===== src/rtl/flit_demux_1ton_pkg.sv =====
// flit_demux_1ton_pkg: shared router FSM encoding and flit control-bit constants
package flit_demux_1ton_pkg;

    typedef enum logic [1:0] {
        IDLE = 2'd0,
        FWD  = 2'd1,
        DROP = 2'd2
    } demux_state_t;

    typedef logic [1:0] flit_ctrl_t;

    localparam int FLIT_HEAD_BIT = 1;
    localparam int FLIT_TAIL_BIT = 0;

endpackage


===== src/rtl/flit_demux_1ton_out_reg.sv =====
// flit_out_reg: one-entry valid/ready output stage that zeroes its data when empty
module flit_out_reg #(
    parameter int P_DATA_WIDTH = 8
) (
    input  logic                    clk,
    input  logic                    reset,
    input  logic                    load,
    input  logic [P_DATA_WIDTH-1:0] load_data,
    input  logic                    out_ready,
    output logic                    out_valid,
    output logic [P_DATA_WIDTH-1:0] out_data
);

    always_ff @(posedge clk) begin
        if (reset || (out_ready && !load)) begin
            out_valid <= 1'b0;
            out_data  <= '0;
        end else if (load) begin
            out_valid <= 1'b1;
            out_data  <= load_data;
        end
    end

endmodule


===== src/rtl/flit_demux_1ton.sv =====
// flit_demux_1ton: registered packet-locking 1-to-N flit demultiplexer
module flit_demux_1ton
    import flit_demux_1ton_pkg::*;
#(
    parameter int P_DATA_WIDTH = 8,
    parameter int P_NUM_OUT    = 4,
    parameter int P_SEL_WIDTH  = $clog2(P_NUM_OUT)
) (
    input  logic                              clk,
    input  logic                              reset,
    input  logic                              in_valid,
    output logic                              in_ready,
    input  logic [P_DATA_WIDTH-1:0]           in_data,
    input  logic [P_SEL_WIDTH-1:0]            in_select,
    input  logic                              in_head,
    input  logic                              in_tail,
    output logic [P_NUM_OUT-1:0]              out_valid,
    input  logic [P_NUM_OUT-1:0]              out_ready,
    output logic [P_NUM_OUT*P_DATA_WIDTH-1:0] out_data,
    output logic                              err_sel,
    output logic                              err_orphan
);

    demux_state_t           state, state_nxt;
    logic [P_SEL_WIDTH-1:0] lock_port, lock_nxt, t;
    logic [P_NUM_OUT-1:0]   load;
    flit_ctrl_t             ctrl;
    logic                   head, tail, sel_legal, has_t, acc;
    logic                   err_sel_nxt, err_orphan_nxt;

    assign ctrl      = {in_head, in_tail};
    assign head      = ctrl[FLIT_HEAD_BIT];
    assign tail      = ctrl[FLIT_TAIL_BIT];
    assign sel_legal = 32'(in_select) < P_NUM_OUT;
    // A head seen in FWD is just another body flit, so the lock decides first
    assign has_t     = (state == FWD) || (state == IDLE && head && sel_legal);
    assign t         = (state == FWD) ? lock_port : in_select;
    assign in_ready  = has_t ? (!out_valid[t] || out_ready[t]) : 1'b1;
    assign acc       = in_valid && in_ready;
    assign load      = (has_t && acc) ? (P_NUM_OUT'(1) << t) : '0;

    always_comb begin
        state_nxt      = state;
        lock_nxt       = lock_port;
        err_sel_nxt    = 1'b0;
        err_orphan_nxt = 1'b0;
        if (acc) begin
            if (state == IDLE) begin
                err_orphan_nxt = !head;
                err_sel_nxt    = head && !sel_legal;
                lock_nxt       = (head && sel_legal) ? in_select : lock_port;
                state_nxt      = (!head || tail) ? IDLE : (sel_legal ? FWD : DROP);
            end else begin
                state_nxt = tail ? IDLE : state;
            end
        end
    end

    always_ff @(posedge clk) begin
        if (reset) begin
            state      <= IDLE;
            lock_port  <= '0;
            err_sel    <= 1'b0;
            err_orphan <= 1'b0;
        end else begin
            state      <= state_nxt;
            lock_port  <= lock_nxt;
            err_sel    <= err_sel_nxt;
            err_orphan <= err_orphan_nxt;
        end
    end

    for (genvar k = 0; k < P_NUM_OUT; k++) begin : g_out
        flit_out_reg #(.P_DATA_WIDTH(P_DATA_WIDTH)) u_out_reg (
            .clk       (clk),
            .reset     (reset),
            .load      (load[k]),
            .load_data (in_data),
            .out_ready (out_ready[k]),
            .out_valid (out_valid[k]),
            .out_data  (out_data[k*P_DATA_WIDTH +: P_DATA_WIDTH])
        );
    end

endmodule


===== config.mk =====
export PLATFORM = sky130hd
export DESIGN_NAME = flit_demux_1ton
export DESIGN_NICKNAME = d
export VERILOG_FILES = /design/src/rtl/flit_demux_1ton_pkg.sv /design/src/rtl/flit_demux_1ton_out_reg.sv /design/src/rtl/flit_demux_1ton.sv
export SDC_FILE = /design/constraint.sdc
export NUM_CORES = 1
export LEC_CHECK = 0
export ABC_AREA = 1
export ABC_CLOCK_PERIOD_IN_PS = 2400
export CORE_MARGIN = 2
export CORE_UTILIZATION = 50
export DETAILED_ROUTE_END_ITERATION = 10
export GPL_TIMING_DRIVEN = 0
export PLACE_DENSITY = 0.84
export SLEW_MARGIN = 30
export SYNTH_ARGS = -nofsm -noshare
export SYNTH_HDL_FRONTEND = slang
export SYNTH_SLANG_ARGS = --single-unit

===== constraint.sdc =====
create_clock -name clk -period 2.4 [get_ports clk]
set_input_delay 0.36 -clock clk [delete_from_list [all_inputs] [get_ports clk]]
set_output_delay 0.36 -clock clk [all_outputs]
set_load 0.05 [all_outputs]

==> flow_summary.toml <==
[detailed_routing]
drt_wl_total_um = 4150
ant_nets = 0
wl_per_cell_um = 12.2
firstDrtPassIters = 5
vias = 1614
via_per_inst = 4.76
drc = 0
drt_iter0_markers = 50

[setup_path]
crit_path_top_delay_cell = "clkdlybuf4s50_1"
r2r-end = "g_out[0].u_out_reg.out_data[0]"
critPathMaxFanout = 6
rrSetupSlack_ns = 0.64
criticalPathCategory = "in2out"
slowest_delay_ns = 0.48
path_cells = "clkdlybuf4s50_1, inv_1, o21ai_2, inv_2, nand2_1, nand2_1, inv_2, nand3_1, clkbuf_2"
r2r-start = "state[0]"
required_ns = 2.04
end_kind = "output pin"
arrival_ns = 1.79
worstSetupStartpointType = "input pin"
r2r_cells = 12

[worst_hold_path]
holdPathStages = 2
hp-class = "reg2reg"
min-delay-start = "g_out[0].u_out_reg.out_data[1]"
hold_end = "g_out[0].u_out_reg.out_data[1]"

[clock_tree]
ctsHoldBuffers = 0
clk_latency_ns = 0.28
clockBufferDepth = 2
cts_inserted_buffers = 5
clk_pin_slew_ns = 0.07
cts.sinks = 40
postCtsSetupRepairBufs = 0
htreeDepth = 2
cts_root_buf = "clkbuf_8"
tritoncts = "done"

[grt]
antenna_found_initial = 0
grt_max_degree = 13
grt_first_pass_wirelength_um = 7020
grt_usage_pct = 21.0
grt_overflow = 0
grt_pass1_vias = 1530

[final_layout]
drive_above_1_share_pct = 26.8
multiInputGateArea_um2 = 961
fin_nets = 310
final_util_pct = 70.9
regArea_um2 = 801
antenna_cells = 0
syn_to_final_growth_pct = 36.3
final.fill_count = 315

[floorplan]
num_rows = 22
fp.dieW_um = 66.0
core_mm2 = 0.00369
die_y_um = 66.0
initial_core_util_pct = 52.0
die_area_mm2 = 0.00435
num_io_pins = 58

[power_and_ir_drop]
peakVddDrop_mv = 0.440
p_seq_share_pct = 50.8
power.density_mw_per_mm2 = 516
p_comb_share_pct = 18.1
intPower_uw = 961
leakagePower_nw = 0.962
p_sw_uw = 388
clockPowerShare_pct = 31.1
fin_total_pwr_mw = 1.35
netSwitchingFraction_pct = 28.7

[timing]
setup-violations-final = 0
hold_viol = 0
post-route-period-util_pct = 89.7
slew_violations = 0
period_needed_ns = 2.15
rsz0062_at_grt = "false"
clock.fmax_ghz = 0.465
worstMarginPinSlew_ns = 0.625
slew_headroom_pct = 58.1
clock_skew_ns = 0.00183

[synthesis]
synth_seq_cells = 40
ys_seq_area_share_pct = 41.7
synth.distinct_cells = 20
avgSynthCellArea_um2 = 8.42
syn_nets = 247
netlist_instances = 228
yosysWarnings = 0
syn_area_mm2 = 0.00192

[place]
portBuffers = 56
gp_congestion = 0.911
hpwl_um = 3140

[run_status]
status = "finished clean"

[run]
drv_cap = 0
## state kept, by name (all words and copies together) (netlist names)
register and cells:
lock_port 2, g_out.u_out_reg.out_valid 4, err_orphan 1, state 1, g_out.u_out_reg.out_data 32
## metrics by stage
step	hold slack, ns	cells	worst slack, ns	TNS (ns)	instance area (µm²)
after floorplan	0.432	228	0.571	0	1920
after global placement	0.462	332	-0.243	-0.243	2540
after detailed placement	0.465	332	-0.261	-0.261	2540
after CTS	0.480	339	0.0172	0	2620
after global routing	0.493	339	0.134	0	2620
final	0.474	339	0.248	0	2620
## Yosys cell counts
| cell type | n | area, µm² |
|---|---|---|
| nand2_1 | 85 | 319 |
| dfxtp_1 | 40 | 801 |
| a21oi_2 | 36 | 315 |
| inv_1 | 16 | 60.1 |
| nand2_2 | 8 | 50.1 |
| nor2_1 | 6 | 22.5 |
| buf_4 | 5 | 37.5 |
| nand2_8 | 5 | 100 |
| buf_6 | 4 | 45.0 |
| nand2_4 | 4 | 45.0 |
| nand3_1 | 4 | 20.0 |
| nand4_2 | 4 | 50.1 |
| inv_2 | 3 | 11.3 |
| o21ai_0 | 2 | 10.0 |
| a21oi_1 | 1 | 5.00 |
| clkinv_1 | 1 | 3.75 |
| conb_1 | 1 | 3.75 |
| nand4_1 | 1 | 6.26 |
| nor3_1 | 1 | 5.00 |
| o21ai_2 | 1 | 8.76 |
## worst max-delay path: cells and delay by family
family	cells	cell delay (ns)
buf+inv	5	0.94
compound gates	1	0.26
simple gates	3	0.23
## per-layer routing
metal  part of all wire, %  wire length [µm]  up-vias  global-route usage [%]
met2                    45              1880       50                    33.1
met1                    49              2020      722                    28.0
li1                      -                 -      840                       -
met5                     0                 0        -                       0
met4                  0.48                20        0                    5.36
met3                   5.7               236        2                    6.47
## cell type report
cell class,count,share of cell area (%)
buffer,9,3.16
multi-input combinational,159,36.7
clock inverter,2,0.478
sequential,40,30.6
inverter,20,2.87
clock buffer,5,2.63
tap,48,2.30
timing repair buffer,56,21.2
## worst max-delay path by stage
stage	startpoint	to	slack, ns	depth (start not counted)
floorplan	state[0]	state[0]	0.57	14
global placement	in_select[1]	in_ready	-0.24	8
detailed placement	in_select[1]	in_ready	-0.26	8
CTS	in_select[1]	in_ready	0.02	8
global route	in_select[1]	in_ready	0.13	9
finish	in_select[1]	in_ready	0.25	9
## cells in the final DEF (no fill, tap or decap), types with 5 or more instances in the layout
cell              n
nand2_1          85
nor2_1            6
buf_4             5
a21oi_2          36
dfxtp_1          40
nand2_8           5
clkbuf_8          5
nand2_2           8
clkdlybuf4s50_1  55
inv_1            16
## what timing repair did
item	in CTS	in global routing
resized for setup	1	2
endpoints found under the setup margin	1	1
pin swaps	0	0
gates cloned	0	0
## power groups by stage
stage	Sequential [mW]	Clock (mW)	Combinational [mW]
3_3_place_gp	0.701	0	0.241
4_1_cts	0.685	0.433	0.245
2_1_floorplan	0.727	0	0.133
3_5_place_dp	0.701	0	0.244
5_1_grt	0.687	0.466	0.263
6_report	0.685	0.419	0.245
## cell families after synthesis
| logic type | share of synthesized area (%) |
|---|---|
| and+or+nand+nor | 32.2 |
| AOI/OAI and AO/OA | 17.7 |
| DFF | 41.7 |
| buffers and inverters | 8.21 |
| other | 0.195 |
(Power assumes the default switching activity.)
==> edit (config.mk and constraints unchanged) <==
Change the parameter `P_NUM_OUT` from 4 to 2.
--- a/src/rtl/flit_demux_1ton.sv
+++ b/src/rtl/flit_demux_1ton.sv
@@ -4,5 +4,5 @@
 #(
     parameter int P_DATA_WIDTH = 8,
-    parameter int P_NUM_OUT    = 4,
+    parameter int P_NUM_OUT    = 2,
     parameter int P_SEL_WIDTH  = $clog2(P_NUM_OUT)
 ) (
Ports: changed (resized in_select, out_data, out_ready and out_valid); port bits go from 58 to 37. The function was not compared with the original's and may differ.
==> edit against the original RTL <==
Synthesized area fell by 55%; total power down 49%; via count shrank 49%; worst setup slack worse by 0.022 ns; sequential cell count fell by 19; first-iteration DRC count is 56% lower; wire length down 52%; combinational power down 39%; cell area fell by 52%; critical path type unchanged.
==> edit: results (changes against the original RTL) <==
multi-input gates 77 (-52%); most frequent cells after synthesis nand2_1, dfxtp_1, a21oi_1; hold slack final 0.470 ns (-0.00383 ns); slowest cell delay on critical path 0.55 ns (+0.07 ns); slowest library cell on the worst path dlygate4sd2_1; Detail Route met3 WL 87 microns (-63%); worst skew pair latency 0.31 ns (+0.03 ns); port bufs 35 (-38%); Top Registers g_out.u_out_reg.out_data x16, g_out.u_out_reg.out_valid x2; dpl cells 162 (-51%); RR Endpoint g_out[1].u_out_reg.out_data[0]; GPL Wtd Cong 0.851 (-6.5%); clk tree area frac 2.18% (-0.93 points); clock buf count 3 (-2); synth top area cells dfxtp_1, nand2_1, a21oi_1, nand2_2, buf_4; Switch Pwr 0.210 mW (-46%); Placed Instance Area 1240 sq um (-51%); leakage power 0.482 nW (-50%); first-pass GRT wire length 3190 microns (-55%); Max Clock Skew 0.00338 ns (+0.00155 ns); GR Util All Layers 22.0% (+1.0 points); slew margin rel. 65.4% (+7.4 points); Hold EP g_out[0].u_out_reg.out_data[0]; Met2 Routed Length 954 microns (-49%); cts bufs inserted 3 (-2); Synth Instances 110 (-52%); layout buffer count excluding clock buffers 39 (-40%); clk root buf clkbuf_4; nets@finish 166 (-46%); clock slew at reported path FFs 0.12 ns (+0.05 ns); leading cell category by total area flip-flops and latches; # fillers 129 (-59%); Place WS -0.0267 ns (+0.235 ns); Synth Net Count 126 (-49%); Avg WL per Cell 11.9 microns (-2.4%); Arr. time, crit path 1.81 ns (+0.02 ns); CP Max Fanout 3 (-3); status finished, final reports clean; DR pass1 iterations 4 (-1)
[edit: cell types whose count changed in the layout (fill, tap and decap cells not counted), sizes merged, moves of 2 or more]
cell and change:
nor2 -3, dfxtp -19, inv -12, clkdlybuf4s50 -21
clkbuf -3, nand4 -2, nand2 -57, buf -5
o21ai -2, a21oi -18
[edit: cell families (layout without fill, tap and decap cells)]
| kind of cell | Yosys count | after routing | synth area share, % |
|---|---|---|---|
| flip-flops | 21 | 21 | 48.6 |
| AO/OA/AOI/OAI | 20 | 20 | 12.9 |
| AND/OR/NAND/NOR | 56 | 56 | 30.2 |
| buffers and inverters | 12 | 51 | 7.95 |
| other | 1 | 1 | 0.433 |
[edit: power groups by stage]
stage          Clock (mW)  Combinational, mW  Sequential, mW
6_report            0.176              0.150           0.365
5_1_grt             0.194              0.161           0.366
4_1_cts             0.181              0.151           0.365
3_5_place_dp            0              0.150           0.373
3_3_place_gp            0              0.149           0.372
2_1_floorplan           0             0.0704           0.394
